===== src/rtl/rf_write_arbiter.sv =====
// Write-port arbiter for the 32x32 register file. Two requesters (A = writeback,
// B = load/special-register update) share one write port through a registered
// two-way round-robin. The committed write is presented for exactly one cycle
// as a one-hot LOAD word line plus broadcast WDATA.
module rf_write_arbiter #(
  parameter bit R0_ZERO    = 1'b1,  // 1: writes to r0 are acked but never load
  parameter bit PRIO_RESET = 1'b0   // requester that wins the first conflict (0 = A, 1 = B)
) (
  input  logic        CLK,
  input  logic        RESET,
  input  logic        STALL,
  input  logic        REQ_A,
  input  logic [4:0]  ADDR_A,
  input  logic [31:0] DATA_A,
  output logic        ACK_A,
  input  logic        REQ_B,
  input  logic [4:0]  ADDR_B,
  input  logic [31:0] DATA_B,
  output logic        ACK_B,
  output logic [31:0] LOAD,
  output logic [31:0] WDATA,
  output logic [4:0]  WADDR,
  output logic        GNT_B
);

  logic        ack_a_q, ack_a_d;
  logic        ack_b_q, ack_b_d;
  logic [31:0] load_q, load_d;
  logic [31:0] wdata_q, wdata_d;
  logic [4:0]  waddr_q, waddr_d;
  logic        gnt_b_q, gnt_b_d;
  // favour_b_q: B wins the next conflict (i.e. A was granted most recently)
  logic        favour_b_q, favour_b_d;

  logic        elig_a, elig_b;
  logic        win_a, win_b;
  logic [4:0]  sel_addr;

  // Eligibility, arbitration and next-state for the output registers
  always_comb begin
    // A requester that is acking this cycle sits out the next edge
    elig_a = REQ_A & ~ack_a_q;
    elig_b = REQ_B & ~ack_b_q;
    win_a  = elig_a & (~elig_b | ~favour_b_q);
    win_b  = elig_b & (~elig_a | favour_b_q);

    ack_a_d    = 1'b0;
    ack_b_d    = 1'b0;
    load_d     = '0;
    wdata_d    = wdata_q;
    waddr_d    = waddr_q;
    gnt_b_d    = gnt_b_q;
    favour_b_d = favour_b_q;
    sel_addr   = win_b ? ADDR_B : ADDR_A;

    if (!STALL && (win_a || win_b)) begin
      ack_a_d    = win_a;
      ack_b_d    = win_b;
      gnt_b_d    = win_b;
      favour_b_d = win_a;
      waddr_d    = sel_addr;
      wdata_d    = win_b ? DATA_B : DATA_A;
      if (!(R0_ZERO && (sel_addr == 5'd0))) begin
        load_d = 32'd1 << sel_addr;
      end
    end
  end

  // State registers with synchronous active-low reset
  always_ff @(posedge CLK) begin
    if (!RESET) begin
      ack_a_q    <= 1'b0;
      ack_b_q    <= 1'b0;
      load_q     <= '0;
      wdata_q    <= '0;
      waddr_q    <= '0;
      gnt_b_q    <= 1'b0;
      favour_b_q <= PRIO_RESET;
    end else begin
      ack_a_q    <= ack_a_d;
      ack_b_q    <= ack_b_d;
      load_q     <= load_d;
      wdata_q    <= wdata_d;
      waddr_q    <= waddr_d;
      gnt_b_q    <= gnt_b_d;
      favour_b_q <= favour_b_d;
    end
  end

  assign ACK_A = ack_a_q;
  assign ACK_B = ack_b_q;
  assign LOAD  = load_q;
  assign WDATA = wdata_q;
  assign WADDR = waddr_q;
  assign GNT_B = gnt_b_q;

endmodule


===== config.mk =====
export PLATFORM = sky130hd
export DESIGN_NAME = rf_write_arbiter
export DESIGN_NICKNAME = d
export VERILOG_FILES = /design/src/rtl/rf_write_arbiter.sv
export SDC_FILE = /design/constraint.sdc
export NUM_CORES = 1
export LEC_CHECK = 0
export CAP_MARGIN = 20
export CELL_PAD_IN_SITES_DETAIL_PLACEMENT = 1
export CELL_PAD_IN_SITES_GLOBAL_PLACEMENT = 2
export CORE_ASPECT_RATIO = 0.7
export CORE_UTILIZATION = 25
export DETAILED_ROUTE_END_ITERATION = 16
export PLACE_DENSITY_LB_ADDON = 0.1
export SYNTH_ARGS = -nofsm -noshare
export SYNTH_HDL_FRONTEND = slang
export SYNTH_SLANG_ARGS = --single-unit

===== constraint.sdc =====
create_clock -name CLK -period 3.7 [get_ports CLK]
set_clock_uncertainty 0.1 [all_clocks]
set_input_delay 0.37 -clock CLK [delete_from_list [all_inputs] [get_ports CLK]]
set_output_delay 0.37 -clock CLK [all_outputs]
set_load 0.1 [all_outputs]

* After elaboration in Yosys (flattened, before gate mapping)
Index checks and enable logic that the tools add are counted.
Storage, ports and cells: flip-flop bits (word level) 73, output and inout port bits 72, bits in writable memories 0, word-level logic and storage cells 29, memories 0, ROM bits 0, latch bits 0
Cells by class: add/sub/neg operators 0, multipliers 0, multiplexer cells 2, divide/modulo/power cells 0, shift-type cells 1, equal/unequal tests 0, reductions and logical operators 6, bitwise gates (word level) 13, $lt $le $gt $ge 0
Operators by type and width (count):
- $mux W32 | 1
- $shl A1 B5 Y32 const A | 1
- $not A1 Y1 | 7
- $logic_not A5 Y1 | 1
- $mux W5 | 1
- $and A1 B1 Y1 | 4
- $reduce_or A3 Y1 | 1
- $or A1 B1 Y1 | 2
- $reduce_and A2 Y1 | 1
- $logic_and A1 B1 Y1 | 1
- $logic_not A1 Y1 | 1
- $logic_or A1 B1 Y1 | 1

* Longest topological paths before layout
Gate-level depths: netlist of the first run.
depth in word-level cells 9, mapped depth 6

* Worst setup path before layout of the first run
Ideal clock, no wire load.
path type reg2reg, from register ack_a_q, in the netlist ACK_A, to register wdata_q[23], in the netlist WDATA[23], arrival 1874 ps, slack 1656 ps, data required time 3530 ps, cell stages (with the launch flop) 7, path through dfxtp_1 inv_1 a21oi_1 o21a_1 buf_2 buf_2 o2bb2ai_1
Between the ends: cells in the longest elaborated chain, start to end 7
Ends and longest elaborated chain:
- from (decl) | RTL line 26 | logic ack_a_q, ack_a_d;
- from (signal assigned) | RTL line 80 | ack_a_q <= ack_a_d;
- $not A1 Y1 * | RTL line 42 | elig_a = REQ_A & ~ack_a_q;
- $and A1 B1 Y1 * | RTL line 42
- $not A1 Y1 | RTL line 45 | win_b = elig_b & (~elig_a | favour_b_q);
- $or A1 B1 Y1 | RTL line 45
- $and A1 B1 Y1 | RTL line 45
- $logic_or A1 B1 Y1 | RTL line 56 | if (!STALL && (win_a || win_b)) begin
- $logic_and A1 B1 Y1 | RTL line 56
- to (signal assigned) | RTL line 83 | wdata_q <= wdata_d;
- to (decl) | RTL line 29 | logic [31:0] wdata_q, wdata_d;
Mark *: on every way between the ends. The rest lies on a longest branch, timed or not. A chain may end at the register's enable or synchronous reset.

* Final worst setup path of the first run
from register ack_b_q, in the netlist ACK_B, to output port ACK_B
RTL lines:
- from (decl) | RTL line 27 | logic ack_b_q, ack_b_d;
- from (signal assigned) | RTL line 81 | ack_b_q <= ack_b_d;
- to (decl) | RTL line 19 | output logic ACK_B,
No word-level cell between the ends.

==> impl_metrics.py, run 1 <==
metrics = {
    "outcome": {
        "status": "completed",
    },
    "placement": {
        "port_buffers": 150,
        "dp.cells": 595,
        "gp_congestion": 0.802,
        "dpl.hpwl_um": 7720,
        "dpl_cell_area_um2": 4690,
    },
    "logic_synthesis": {
        "yosysMostFrequentCell": "dfxtp_1",
        "ys_async_sr_fraction": 0,
        "netlist_top_cells_count": "73 x dfxtp_1, 58 x nand3_1, 37 x mux2i_1",
        "syn_avg_cell_area_um2": 9.95,
        "synth_top_area_share": 0.468,
        "synth_area_um2": 3120,
        "synth_top_cells_by_area": "dfxtp_1 47%, mux2i_1 12%, o2bb2ai_1 9.5%",
        "synth_nets": 393,
        "yosysWarningCount": 0,
        "yosysTopAreaCell": "dfxtp_1",
        "seq_area_frac_synth": 0.468,
        "synth_edf_count": 0,
        "synth.distinct_cells": 29,
        "synth-seq-cells": 73,
        "syn-instance-count": 314,
        "synth_ff_type": "dfxtp_1",
    },
    "global_route": {
        "grt_pass1_wl_um": 16700,
        "gr-total-overflow": 0,
        "grt_max_degree": 40,
        "grt_pass1_vias": 3092,
        "track_usage": 0.172,
        "antenna_found_initial": 0,
    },
    "routing": {
        "routed_via_density": 4.83,
        "detail-route-antenna-nets": 0,
        "drc": 0,
        "vias": 2949,
        "wire_per_inst_um": 17.3,
        "drtPass1Iterations": 4,
        "wl_um": 10600,
        "drt_iter0_drc": 146,
    },
    "sta": {
        "fin_crit_sh": 0.635,
        "maxSlewViolCount": 0,
        "setup_viol": 0,
        "min_period_ns": 2.35,
        "hold_viol": 0,
        "setup_tns_ns": 0,
        "whs_ns": 0.362,
        "max_freq_mhz": 426,
        "rsz0062_at_grt": "false",
        "slew_headroom": 0.306,
        "worst_slew_pin_slew_ns": 1.04,
    },
    "critical_path": {
        "crit_path_end_kind": "output port",
        "critPathRequiredTime_ns": 3.23,
        "cp.buffers_inverters": 1,
        "cpPeakStageDelay_ns": 1.16,
        "critPathMaxFanout": 2,
        "crit_path_start_kind": "register",
        "crit_arrival_ns": 1.88,
        "cp_cell_sequence": "clkdlybuf4s50_1",
        "cp.depth": 1,
        "path_class": "register to output port",
        "cpLargestDelayFamily": "buffers and inverters",
        "r2r_cells": 5,
        "critPathSlowestCell": "clkdlybuf4s50_1",
    },
    "worst_hold_path": {
        "hold_depth": 1,
        "hold_path_class": "register to register",
    },
    "clocking": {
        "root_buffer": "clkbuf_16",
        "worst_skew_pair.late_latency_ns": 0.33,
        "tritoncts": "yes",
        "ctsHoldBuffers": 0,
        "cts.sinks": 73,
        "clk_pin_slew_ns": 0.06,
        "cts_resized": 0,
        "htree_levels": 3,
        "cts_buffers": 9,
        "cts_buffer_depth": 2,
        "post_cts_buffers": 0,
    },
    "floorplan": {
        "io_pins": 151,
        "fp.dieW_um": 136,
        "core_um2": 11900,
        "die_area_um2": 12900,
        "rows": 33,
        "start_util": 0.262,
        "die_h_um": 95.5,
    },
    "job": {
        "max_cap_viol_count": 0,
    },
    "cells_and_area": {
        "drive_above_1_share": 0.0661,
        "area_growth_pct": 60.0,
        "num_antenna_cells": 0,
        "utilization": 0.419,
        "nets": 528,
        "layout.cells.non_filler": 611,
        "fin_area_um2": 5000,
    },
    "pwr": {
        "powerDensity_nw_per_um2": 461,
        "p_leak_nw": 1.82,
        "vdd_drop_max_v": 0.000198,
    },
}
worst register-to-register path, delay by kind of cell (launching register included):
kind | cells | cell delay, ns
DFF | 1 | 0.34
buffers and inverters | 1 | 0.34
AOI/OAI and AO/OA | 2 | 0.38
and+or+nand+nor | 2 | 0.86
power breakdown:
part | internal (mW) | switching, mW
registers | 0.821 | 0.0201
logic | 0.189 | 0.389
clock network | 0.541 | 0.342
total | 1.55 | 0.751
area by class of cell:
type / count / area (µm²)
inverter: 1 / 3.75
clock buffer: 10 / 239
sequential: 73 / 1460
clock inverter: 6 / 67.6
fill: 1294 / 6940
timing repair buffer: 157 / 1570
tap: 157 / 196
multi-input combinational: 207 / 1460
logic make-up after synthesis:
group	Yosys count	synth area share
multiplexers	37	0.119
flip-flops	73	0.468
buffers and inverters	34	0.0673
AND/OR/NAND/NOR	95	0.169
AO/OA/AOI/OAI	74	0.175
other	1	0.00120
layout by cell type (no fill, tap or decap), types with 3 or more instances in the layout:
cell and count:
o2bb2ai_1 34, o2bb2ai_2 4, clkbuf_16 9, a21oi_1 32, nor3b_1 5, and3b_1 3
buf_4 6, and2_1 4, mux2i_1 37, nor2b_1 7, dfxtp_1 73, nand3_1 58
clkdlybuf4s50_1 150, nor3_1 3, nor2_1 5, nand4_1 3
through the flow:
stage	power [mW]	setup WS (ns)
6_report	2.30	1.35
2_1_floorplan	1.25	1.66
3_3_place_gp	1.43	1.08
5_1_grt	2.40	1.32
4_1_cts	2.34	1.34
3_5_place_dp	1.44	1.06
state kept, by name, summed over array words and instances (netlist names):
signal / flops
ACK_B: 1
ACK_A: 1
WADDR: 5
WDATA: 32
LOAD: 32
favour_b_q: 1
GNT_B: 1
worst paths after layout:
kind | end | slack, ns | start
setup / recovery | ACK_B | 1.35 | ACK_B
hold / removal | GNT_B | 0.36 | GNT_B
setup reg to reg | LOAD[14] | 1.56 | ACK_B
hold reg to reg | GNT_B | 0.36 | GNT_B
layer usage:
| layer | GRT usage | vias to the layer above | wire, µm |
|---|---|---|---|
| met2 | 0.257 | 100 | 4640 |
| met1 | 0.223 | 1404 | 4910 |
| met4 | 0.0637 | 0 | 161 |
| met3 | 0.0633 | 19 | 851 |
| li1 | - | 1426 | - |
| met5 | 0 | - | 0 |
(Power assumes the default switching activity.)
==> run 2: changes to the inputs <==
- CORE_UTILIZATION: 25 -> 21
- clock period: 3.7 -> 2.1 ns (I/O delays scaled with it)
==> impl_metrics.py, run 2 (synthesized netlist as in run 1, its figures left out) <==
metrics = {
    "cells_and_area": {
        "layout.cells.non_filler": 667,
        "nets": 552,
        "utilization": 0.355,
        "area_growth_pct": 62.0,
        "num_antenna_cells": 0,
        "drive_above_1_share": 0.258,
        "mostFrequentLayoutCell": "buf_4",
        "fillers": 1637,
        "mostFrequentLayoutCells": "98 x buf_4, 78 x clkdlybuf4s50_1, 73 x dfxtp_1, 58 x nand3_1, 37 x mux2i_1",
        "fin_area_um2": 5060,
    },
    "critical_path": {
        "r2r-start": "ACK_B",
        "crit_path_start_kind": "primary input",
        "crit_path_end_kind": "register",
        "crit_arrival_ns": 1.89,
        "critPathCapture": "LOAD[25]",
        "path_common_cell": "buf_4",
        "path_class": "primary input to register",
        "cp-startpoint": "ADDR_A[2]",
        "ff2ff_setup_slack_ns": 0.43,
        "cpPeakStageDelay_ns": 0.53,
        "critPathRequiredTime_ns": 2.25,
        "timing.rr.end": "WDATA[2]",
        "critPathSlowestCell": "nor3b_1",
        "critPathMaxFanout": 5,
        "r2r_cells": 6,
        "cp_cell_sequence": "clkdlybuf4s50_1, buf_4, nor3b_1, buf_4, nand3_1, a21oi_1",
    },
    "global_route": {
        "grt_pass1_wl_um": 18300,
        "grt_max_degree": 46,
        "grt_pass1_vias": 3181,
        "track_usage": 0.155,
        "gr-total-overflow": 0,
        "antenna_found_initial": 0,
    },
    "floorplan": {
        "io_pins": 151,
        "start_util": 0.219,
        "die_area_um2": 15400,
        "rows": 36,
        "die_h_um": 104,
        "fp.dieW_um": 148,
        "core_um2": 14200,
    },
    "sta": {
        "min_period_ns": 1.74,
        "slew_headroom": 0.590,
        "whs_ns": 0.363,
        "rsz0062_at_grt": "false",
        "maxSlewViolCount": 0,
        "hold_viol": 0,
        "max_freq_mhz": 576,
        "fin_crit_sh": 0.827,
        "setup_viol": 0,
        "setup_tns_ns": 0,
        "worst_slew_pin_slew_ns": 0.613,
        "finalWorstSetupSlack_ns": 0.363,
    },
    "clocking": {
        "htree_levels": 3,
        "cts.sinks": 73,
        "clk_pin_slew_ns": 0.05,
        "root_buffer": "clkbuf_16",
        "post_cts_buffers": 0,
        "cts_resized": 0,
        "cts_buffer_depth": 2,
        "ctsHoldBuffers": 0,
        "tritoncts": "yes",
        "cts_buffers": 9,
        "worst_skew_pair.late_latency_ns": 0.33,
    },
    "placement": {
        "dpl_cell_area_um2": 4780,
        "port_buffers": 150,
        "dpl.hpwl_um": 8390,
        "gp_congestion": 0.801,
        "dp.cells": 652,
        "pre_cts_ws_ns": 0.0660,
    },
    "pwr": {
        "powerDensity_nw_per_um2": 791,
        "vdd_drop_max_v": 0.000335,
        "p_leak_nw": 2.10,
        "p_total_mw": 4.00,
    },
    "routing": {
        "drt_iter0_drc": 70,
        "wire_per_inst_um": 16.8,
        "drtPass1Iterations": 4,
        "vias": 3021,
        "wl_um": 11200,
        "detail-route-antenna-nets": 0,
        "drc": 0,
        "routed_via_density": 4.53,
    },
    "outcome": {
        "status": "completed",
    },
    "worst_hold_path": {
        "hold_path_class": "register to register",
    },
    "job": {
        "max_cap_viol_count": 0,
    },
}
-- run 2: changes by cell type in the layout (fill, tap and decap cells not counted), sizes merged --
cell / change
clkbuf: +1
clkinvlp: -2
clkdlybuf4s50: -72
buf: +96
-- run 2: worst min path at each step --
stage,from,to,slack [ns],depth (start not counted)
finish,WDATA[1],WDATA[1],0.36,1
floorplan,ADDR_B[3],WADDR[3],0.30,2
CTS,WDATA[1],WDATA[1],0.37,1
global placement,WDATA[26],WDATA[26],0.35,1
global route,WDATA[7],WDATA[7],0.38,1
detailed placement,WDATA[1],WDATA[1],0.35,1
-- run 2: final cells by class --
cell class | instances | area [µm²] | area share
multi-input combinational | 207 | 1460 | 0.289
tap | 190 | 238 | 0.0470
clock buffer | 11 | 233 | 0.0460
clock inverter | 4 | 45.0 | 0.00890
inverter | 1 | 3.75 | 0.000742
sequential | 73 | 1460 | 0.289
timing repair buffer | 181 | 1620 | 0.319
-- run 2: routing by layer --
metal / wire, µm / global-route usage / up-vias
met3: 729 / 0.0452 / 14
met1: 5600 / 0.217 / 1441
li1: - / - / 1473
met2: 4760 / 0.230 / 93
met5: 0 / 0 / -
met4: 116 / 0.0376 / 0
-- run 2: critical path: cells and delay by family --
family,cells,cell delay (ns)
AOI/OAI and AO/OA,1,0.17
buffers and inverters,3,0.91
and+or+nand+nor,2,0.60
-- run 2: report_power, final --
group,switching [mW],internal [mW]
combinational,0.695,0.351
sequential,0.0353,1.45
clock,0.564,0.907
total,1.29,2.71
